--- config.mk ---
export PLATFORM = sky130hd
export DESIGN_NAME = mem_port_arbiter
export DESIGN_NICKNAME = d
export VERILOG_FILES = /design/src/rtl/mem_port_arbiter.sv
export SDC_FILE = /design/constraint.sdc
export NUM_CORES = 1
export LEC_CHECK = 0
export ABC_CLOCK_PERIOD_IN_PS = 2250
export BUFFER_PORTS_ARGS = -buffer_cell sky130_fd_sc_hd__buf_2
export CORE_AREA = 2 2 289 291
export DETAILED_ROUTE_END_ITERATION = 6
export DIE_AREA = 0 0 291 293
export MAX_ROUTING_LAYER = met4
export RECOVER_POWER = 100
export SYNTH_ARGS = -nofsm -noshare
export SYNTH_HDL_FRONTEND = slang
export SYNTH_SLANG_ARGS = --single-unit
--- constraint.sdc ---
create_clock -name clk -period 2.25 [get_ports clk]
set_clock_uncertainty 0.1 [all_clocks]
set_input_delay 0.225 -clock clk [delete_from_list [all_inputs] [get_ports clk]]
set_output_delay 0.225 -clock clk [all_outputs]
set_load 0.01 [all_outputs]
--- src/rtl/mem_port_arbiter.sv ---
// Shares the off-core memory port between the I-cache refill path and the D-cache refill/write-back path.
// Define MEM_ARB_RR_EN for round-robin tie-break; default build gives the data side fixed priority.
module mem_port_arbiter #(
    parameter int ADDR_W      = 32,
    parameter int LINE_W      = 128,
    parameter int MEM_LATENCY = 4
) (
    input  logic              clk,
    input  logic              rst_n,
    input  logic              i_req,
    input  logic [ADDR_W-1:0] i_addr,
    output logic              i_ack,
    output logic [LINE_W-1:0] i_rdata,
    input  logic              d_req,
    input  logic              d_we,
    input  logic [ADDR_W-1:0] d_addr,
    input  logic [LINE_W-1:0] d_wdata,
    output logic              d_ack,
    output logic [LINE_W-1:0] d_rdata,
    output logic              mem_en,
    output logic              mem_we,
    output logic [ADDR_W-1:0] mem_addr,
    output logic [LINE_W-1:0] mem_wdata,
    input  logic [LINE_W-1:0] mem_rdata,
    output logic [1:0]        state_dbg
);

    localparam int CNT_W = $clog2(MEM_LATENCY + 1);
    localparam logic [CNT_W-1:0] CNT_LOAD = CNT_W'(MEM_LATENCY - 1);
    localparam logic [CNT_W-1:0] CNT_ONE  = CNT_W'(1);

    localparam logic [1:0] ST_IDLE   = 2'd0;
    localparam logic [1:0] ST_ACCESS = 2'd1;
    localparam logic [1:0] ST_ACK    = 2'd2;

    // Handshake: a requester raises req and holds it, with stable address/data, until
    // it sees its one-cycle ack; address, we and wdata are only sampled in the grant
    // cycle, and a request is never aborted once granted, even if req drops.

    logic [1:0]       state;
    logic [CNT_W-1:0] cnt;
    logic             owner_d;
    logic             any_req;
    logic             grant_d;

    assign any_req   = i_req | d_req;
    assign state_dbg = state;

`ifdef MEM_ARB_RR_EN
    // 0 = instruction side granted last, so the data side wins the first tie.
    logic last_grant_d;

    assign grant_d = d_req & (~i_req | ~last_grant_d);

    always_ff @(posedge clk or negedge rst_n) begin
        if (!rst_n) begin
            last_grant_d <= 1'b0;
        end else if (state == ST_IDLE && any_req) begin
            last_grant_d <= grant_d;
        end
    end
`else
    assign grant_d = d_req;
`endif

    always_ff @(posedge clk or negedge rst_n) begin
        if (!rst_n) begin
            state     <= ST_IDLE;
            cnt       <= '0;
            owner_d   <= 1'b0;
            i_ack     <= 1'b0;
            d_ack     <= 1'b0;
            i_rdata   <= '0;
            d_rdata   <= '0;
            mem_en    <= 1'b0;
            mem_we    <= 1'b0;
            mem_addr  <= '0;
            mem_wdata <= '0;
        end else begin
            case (state)
                ST_IDLE: begin
                    if (any_req) begin
                        owner_d   <= grant_d;
                        mem_addr  <= grant_d ? d_addr : i_addr;
                        mem_wdata <= grant_d ? d_wdata : '0;
                        mem_we    <= grant_d & d_we;
                        mem_en    <= 1'b1;
                        cnt       <= CNT_LOAD;
                        state     <= ST_ACCESS;
                    end
                end
                ST_ACCESS: begin
                    if (cnt == '0) begin
                        mem_en <= 1'b0;
                        mem_we <= 1'b0;
                        if (owner_d) begin
                            // Write-backs leave the previous read line in d_rdata.
                            if (!mem_we) begin
                                d_rdata <= mem_rdata;
                            end
                            d_ack <= 1'b1;
                        end else begin
                            i_rdata <= mem_rdata;
                            i_ack   <= 1'b1;
                        end
                        state <= ST_ACK;
                    end else begin
                        cnt <= cnt - CNT_ONE;
                    end
                end
                ST_ACK: begin
                    i_ack <= 1'b0;
                    d_ack <= 1'b0;
                    state <= ST_IDLE;
                end
                default: begin
                    i_ack  <= 1'b0;
                    d_ack  <= 1'b0;
                    mem_en <= 1'b0;
                    mem_we <= 1'b0;
                    state  <= ST_IDLE;
                end
            endcase
        end
    end

endmodule

Word level (Yosys, flattened, before mapping)
Index checks and enable logic that the tools add are counted.
{"block": "classes", "muxes": 19, "n_bitwise": 6, "eq_ne": 7, "addsub": 1, "reduce_logical": 11}
{"op": "two-way mux 128 bit", "count": 1}
{"op": "two-way mux 32 bit", "count": 1}
{"op": "AND reduction 3 bit", "count": 5}
{"op": "inequality test 2 bit (second input constant)", "count": 5}
{"op": "two-way mux 1 bit", "count": 7}
{"op": "two-way mux 3 bit", "count": 2}
{"op": "one-hot mux 1 bit (3 select lines)", "count": 2}
{"op": "one-hot mux 3 bit (2 select lines)", "count": 1}
{"op": "two-way mux 2 bit", "count": 2}
{"op": "NOT 1 bit", "count": 4}
{"op": "one-hot mux 1 bit (2 select lines)", "count": 2}
{"op": "one-hot mux 2 bit (2 select lines)", "count": 1}
{"op": "AND reduction 2 bit", "count": 2}
{"op": "AND reduction 4 bit", "count": 1}
{"op": "zero test 3 bit", "count": 1}
{"op": "subtractor 3 x 1 -> 3 bit (second input constant)", "count": 1}
{"op": "== test 2 x 1 -> 1 bit (second input constant)", "count": 1}
{"op": "== test 2 bit (second input constant)", "count": 1}
{"op": "zero test 2 bit", "count": 1}
{"op": "nonzero test 2 bit", "count": 1}
{"op": "AND 1 bit", "count": 1}
{"op": "bitwise OR 1 bit", "count": 1}
{"block": "totals", "input_bits": 325, "word_cells": 55, "output_inout_bits": 422, "reg_bits": 426}

Depth between registers and ports, before layout
{"block": "depth", "word_depth": 3, "mapped_depth": 8}

Least setup slack after synthesis
No wires, ideal clock.
{"block": "synth_path", "path_kind": "reg-to-reg", "from": "register cnt[0]", "to": "register d_rdata[107]", "path_buffers": 2, "setup_time_ns": 0.125, "t_required_ns": 2.025, "path_slack_ns": 0.292, "stages_incl_launch_ff": 9, "t_arrival_ns": 1.733, "path_cell_list": "dfrtp_1 -> inv_1 -> ha_1 -> ha_1 -> nand3b_1 -> nor3_2 -> buf_4 -> buf_8 -> mux2_2"}
{"block": "synth_via", "elab_chain_len": 2}
{"element": "start: declaration", "line_no": "41", "text": "logic [CNT_W-1:0] cnt;"}
{"element": "start signal: assignment", "line_no": "108", "text": "cnt <= cnt - CNT_ONE;"}
{"element": "zero test 3 bit", "line_no": "93", "text": "if (cnt == '0) begin"}
{"element": "AND reduction 4 bit (no source line)"}
{"element": "end signal: assignment", "line_no": "99", "text": "d_rdata <= mem_rdata;"}
{"element": "end: declaration", "line_no": "19", "text": "output logic [LINE_W-1:0] d_rdata,"}
Every way passes these cells.
A chain may end at the register's enable or synchronous reset.

Worst setup path in the final report
{"block": "layout_path", "from": "register cnt[0]", "to": "register i_rdata[12]"}
{"block": "layout_via", "elab_chain_len": 2}
{"element": "zero test 3 bit", "line_no": "93"}
{"element": "AND reduction 3 bit (no source line)"}
{"element": "end signal: assignment", "line_no": "103", "text": "i_rdata <= mem_rdata;"}
{"element": "end: declaration", "line_no": "13", "text": "output logic [LINE_W-1:0] i_rdata,"}
Every way passes these cells.

==> results.py <==
metrics = {
    "drt": {
        "wl_met1_um": 22900,
        "ant_nets": 0,
        "drt_pass1_iterations": 4,
        "routedWlPerCell_um": 17.9,
        "drc": 0,
        "met3_length_um": 3680,
        "wl_um": 58400,
        "viasPerCell": 4.06,
        "drtIter0Drc": 562,
        "routed.top_layer": "met4",
        "via_count": 13200,
        "route.met2.wl_um": 29900,
    },
    "synth": {
        "synthAdderAreaFrac_pct": 0.156,
        "yosysWarnings": 0,
        "synthSimpleGateAreaFrac_pct": 0.560,
        "synth_cell_type_count": 28,
        "syn_area_um2": 16100,
        "synthTopCellsByCount": "dfrtp_1 (426), mux2_2 (256), a22o_1 (128)",
        "muxShareOfSynthArea_pct": 20.0,
        "synth_compound_area_share_pct": 9.32,
        "synth_cells": 1010,
        "synth_top_family_by_area": "multiplexers",
        "netlist_top_cells_area": "dfrtp_1 (66%), mux2_2 (18%), a22o_1 (7.0%)",
        "synth_seq_area_share_pct": 66.3,
        "synth.net_count": 1337,
        "synth_edf_count": 0,
        "syn_area_per_cell_um2": 15.9,
        "async_flop_share_pct": 100,
        "yosysTopAreaCell": "dfrtp_1",
        "ys_seq_elements": 426,
        "synthXorXnorAreaFrac_pct": 0,
        "yosysMostFrequentCell": "dfrtp_1",
        "synth_top_area_share_pct": 66.3,
        "synthFlopType": "dfrtp_1",
    },
    "critical_path": {
        "crit_type": "register to register",
        "critPathMaxFanout": 8,
        "worst_ep_arrival_time_ns": 2.60,
        "r2r_start": "cnt[0]",
        "reg2reg_slack_ns": -0.01,
        "required_ns": 2.59,
        "startpoint": "cnt[0]",
        "critPathLaunchType": "register",
        "endpoint_kind": "register",
    },
    "sta": {
        "period_needed_ns": 2.26,
        "final-hold-violation-count": 0,
        "rsz0062_at_grt": "true",
        "fin_crit_sh_pct": 100,
        "final_max_slew_viol_count": 0,
        "fin_ws_ns": -0.00951,
        "worstMarginPinSlew_ns": 1.32,
        "final.setup.tns_ns": -0.0195,
        "relSlewSlack_pct": 11.9,
        "fmax_mhz": 443,
        "setup-violations-final": 4,
    },
    "grt": {
        "grt_pass1_vias": 14000,
        "grt-ovfl-total": 0,
        "grt_start_max_net_pins": 75,
        "grt_antenna_before_repair": 2,
        "gr-usage-all-layers_pct": 12.8,
        "grt_pass1_wl_um": 83100,
    },
    "pwr": {
        "peakVddDrop_v": 0.000682,
        "p_leak_nw": 13.4,
        "power_per_cell_area_nw_per_um2": 1300,
    },
    "cts": {
        "clockBufferDepth": 3,
        "cts_sinks": 426,
        "cts_tree": "built",
        "cts-root-buf": "clkbuf_16",
        "h-tree-depth": 2,
        "cts_buffers": 48,
        "clock_latency_ns": 0.58,
        "clk_pin_slew_ns": 0.06,
    },
    "finish": {
        "final_cells": 3265,
        "area_growth_pct": 69.7,
        "nets": 2483,
        "drive_gt1_share_pct": 53.9,
    },
    "status": {
        "status": "finished, violations left",
        "violations": "setup timing",
    },
    "placement": {
        "dp_hpwl_um": 38600,
        "io_buffers": 746,
        "dp.cells": 2834,
        "gp_congestion": 0.794,
    },
    "die": {
        "die_h_um": 293,
        "die_x_um": 291,
        "fp.coreArea_um2": 81800,
        "initial_utilization_pct": 19.6,
        "dieArea_um2": 85300,
        "placementRows": 105,
        "io-pin-count": 747,
    },
    "min_path": {
        "holdCritStartpoint": "d_req",
        "hp-class": "input pin to register",
    },
    "flow_run": {
        "max_cap_viol_count": 0,
    },
}
==> state kept, by name (all words and copies together), names as in the netlist <==
| signal | count |
|---|---|
| d_rdata | 128 |
| i_rdata | 128 |
| mem_wdata | 128 |
| mem_addr | 32 |
| cnt | 3 |
| state_dbg | 2 |
| d_ack | 1 |
| i_ack | 1 |
| mem_en | 1 |
| mem_we | 1 |
| owner_d | 1 |
==> per-layer routing <==
layer	GRT usage [%]	vias up
met4	4.55	0
li1	-	5995
met1	14.0	6545
met5	-	-
met3	3.13	113
met2	22.5	592
==> power breakdown <==
part / internal, mW / total [mW] / switching [mW]
combinational: 7.55 / 14.3 / 6.76
clock: 4.86 / 8.05 / 3.19
sequential: 11.2 / 13.2 / 1.96
total: 23.6 / 35.6 / 11.9
==> critical path, stage by stage (launching register included) <==
cell and delay (ns):
dfrtp_1 0.37, inv_2 0.09, ha_4 0.14, ha_4 0.12
nand3b_1 0.15, buf_6 0.18, nor2_4 0.10, buf_12 0.15
buf_16 0.18, clkbuf_16 0.20, mux2_4 0.30
==> area by class of cell <==
| cell class | instances | area (um2) |
|---|---|---|
| Timing Repair Buffer | 1168 | 8290 |
| Multi-Input combinational cell | 506 | 5340 |
| Tap cell | 1070 | 1340 |
| Inverter | 6 | 22.5 |
| Sequential cell | 426 | 10700 |
| Clock buffer | 75 | 1440 |
| Antenna cell | 2 | 5.00 |
| Fill cell | 7940 | 54600 |
| Clock inverter | 12 | 178 |
==> what timing repair did <==
item,in CTS,in global routing
buffers inserted,2,5
endpoints found under the setup margin,116,231
endpoints found under the hold margin,844,0
resized for setup,5,176
gates cloned,1,11
hold buffers,323,0
==> logic make-up (layout without fill, tap and decap cells) <==
group / after synthesis / in the layout
adder cells (fa/ha/maj): 2 / 2
AO/OA/AOI/OAI: 200 / 200
other: 0 / 2
buffers and inverters: 78 / 1261
AND/OR/NAND/NOR: 15 / 15
flip-flops: 426 / 426
multiplexers: 289 / 289
==> cells in the final DEF (no fill, tap or decap), types with 15 or more instances in the layout <==
| master | instances |
|---|---|
| buf_2 | 745 |
| dlygate4sd3_1 | 323 |
| mux2_2 | 132 |
| a21oi_1 | 65 |
| mux2_4 | 124 |
| buf_4 | 35 |
| mux2i_1 | 33 |
| dfrtp_1 | 426 |
| clkbuf_16 | 59 |
| a22o_1 | 128 |
| clkbuf_1 | 15 |
==> path summary, 6_finish.rpt <==
kind	to	cells past startpoint
worst max-delay path	i_rdata[12]	10
worst min-delay path	mem_wdata[9]	3
worst max register to register	i_rdata[12]	10
worst min register to register	mem_en	2
max in group asynchronous	mem_wdata[106]	3
min in group asynchronous	mem_wdata[66]	2
==> through the flow <==
stage / hold WS [ns] / power, mW / instance area [um2] / utilization, % / setup WS [ns]
after floorplan: -0.171 / 19.7 / 16100 / - / 0.292
after global placement: 0.0897 / 25.6 / 21400 / 26.2 / -0.0117
after detailed placement: 0.0935 / 25.8 / 21400 / 26.2 / -0.0238
after CTS: 0.0556 / 34.6 / 26300 / 32.2 / -0.0333
after global routing: 0.180 / 37.5 / 27300 / 33.3 / -0.0984
final: 0.202 / 35.6 / 27300 / 33.3 / -0.00951
No activity file was read; power rests on OpenSTA's default activity.
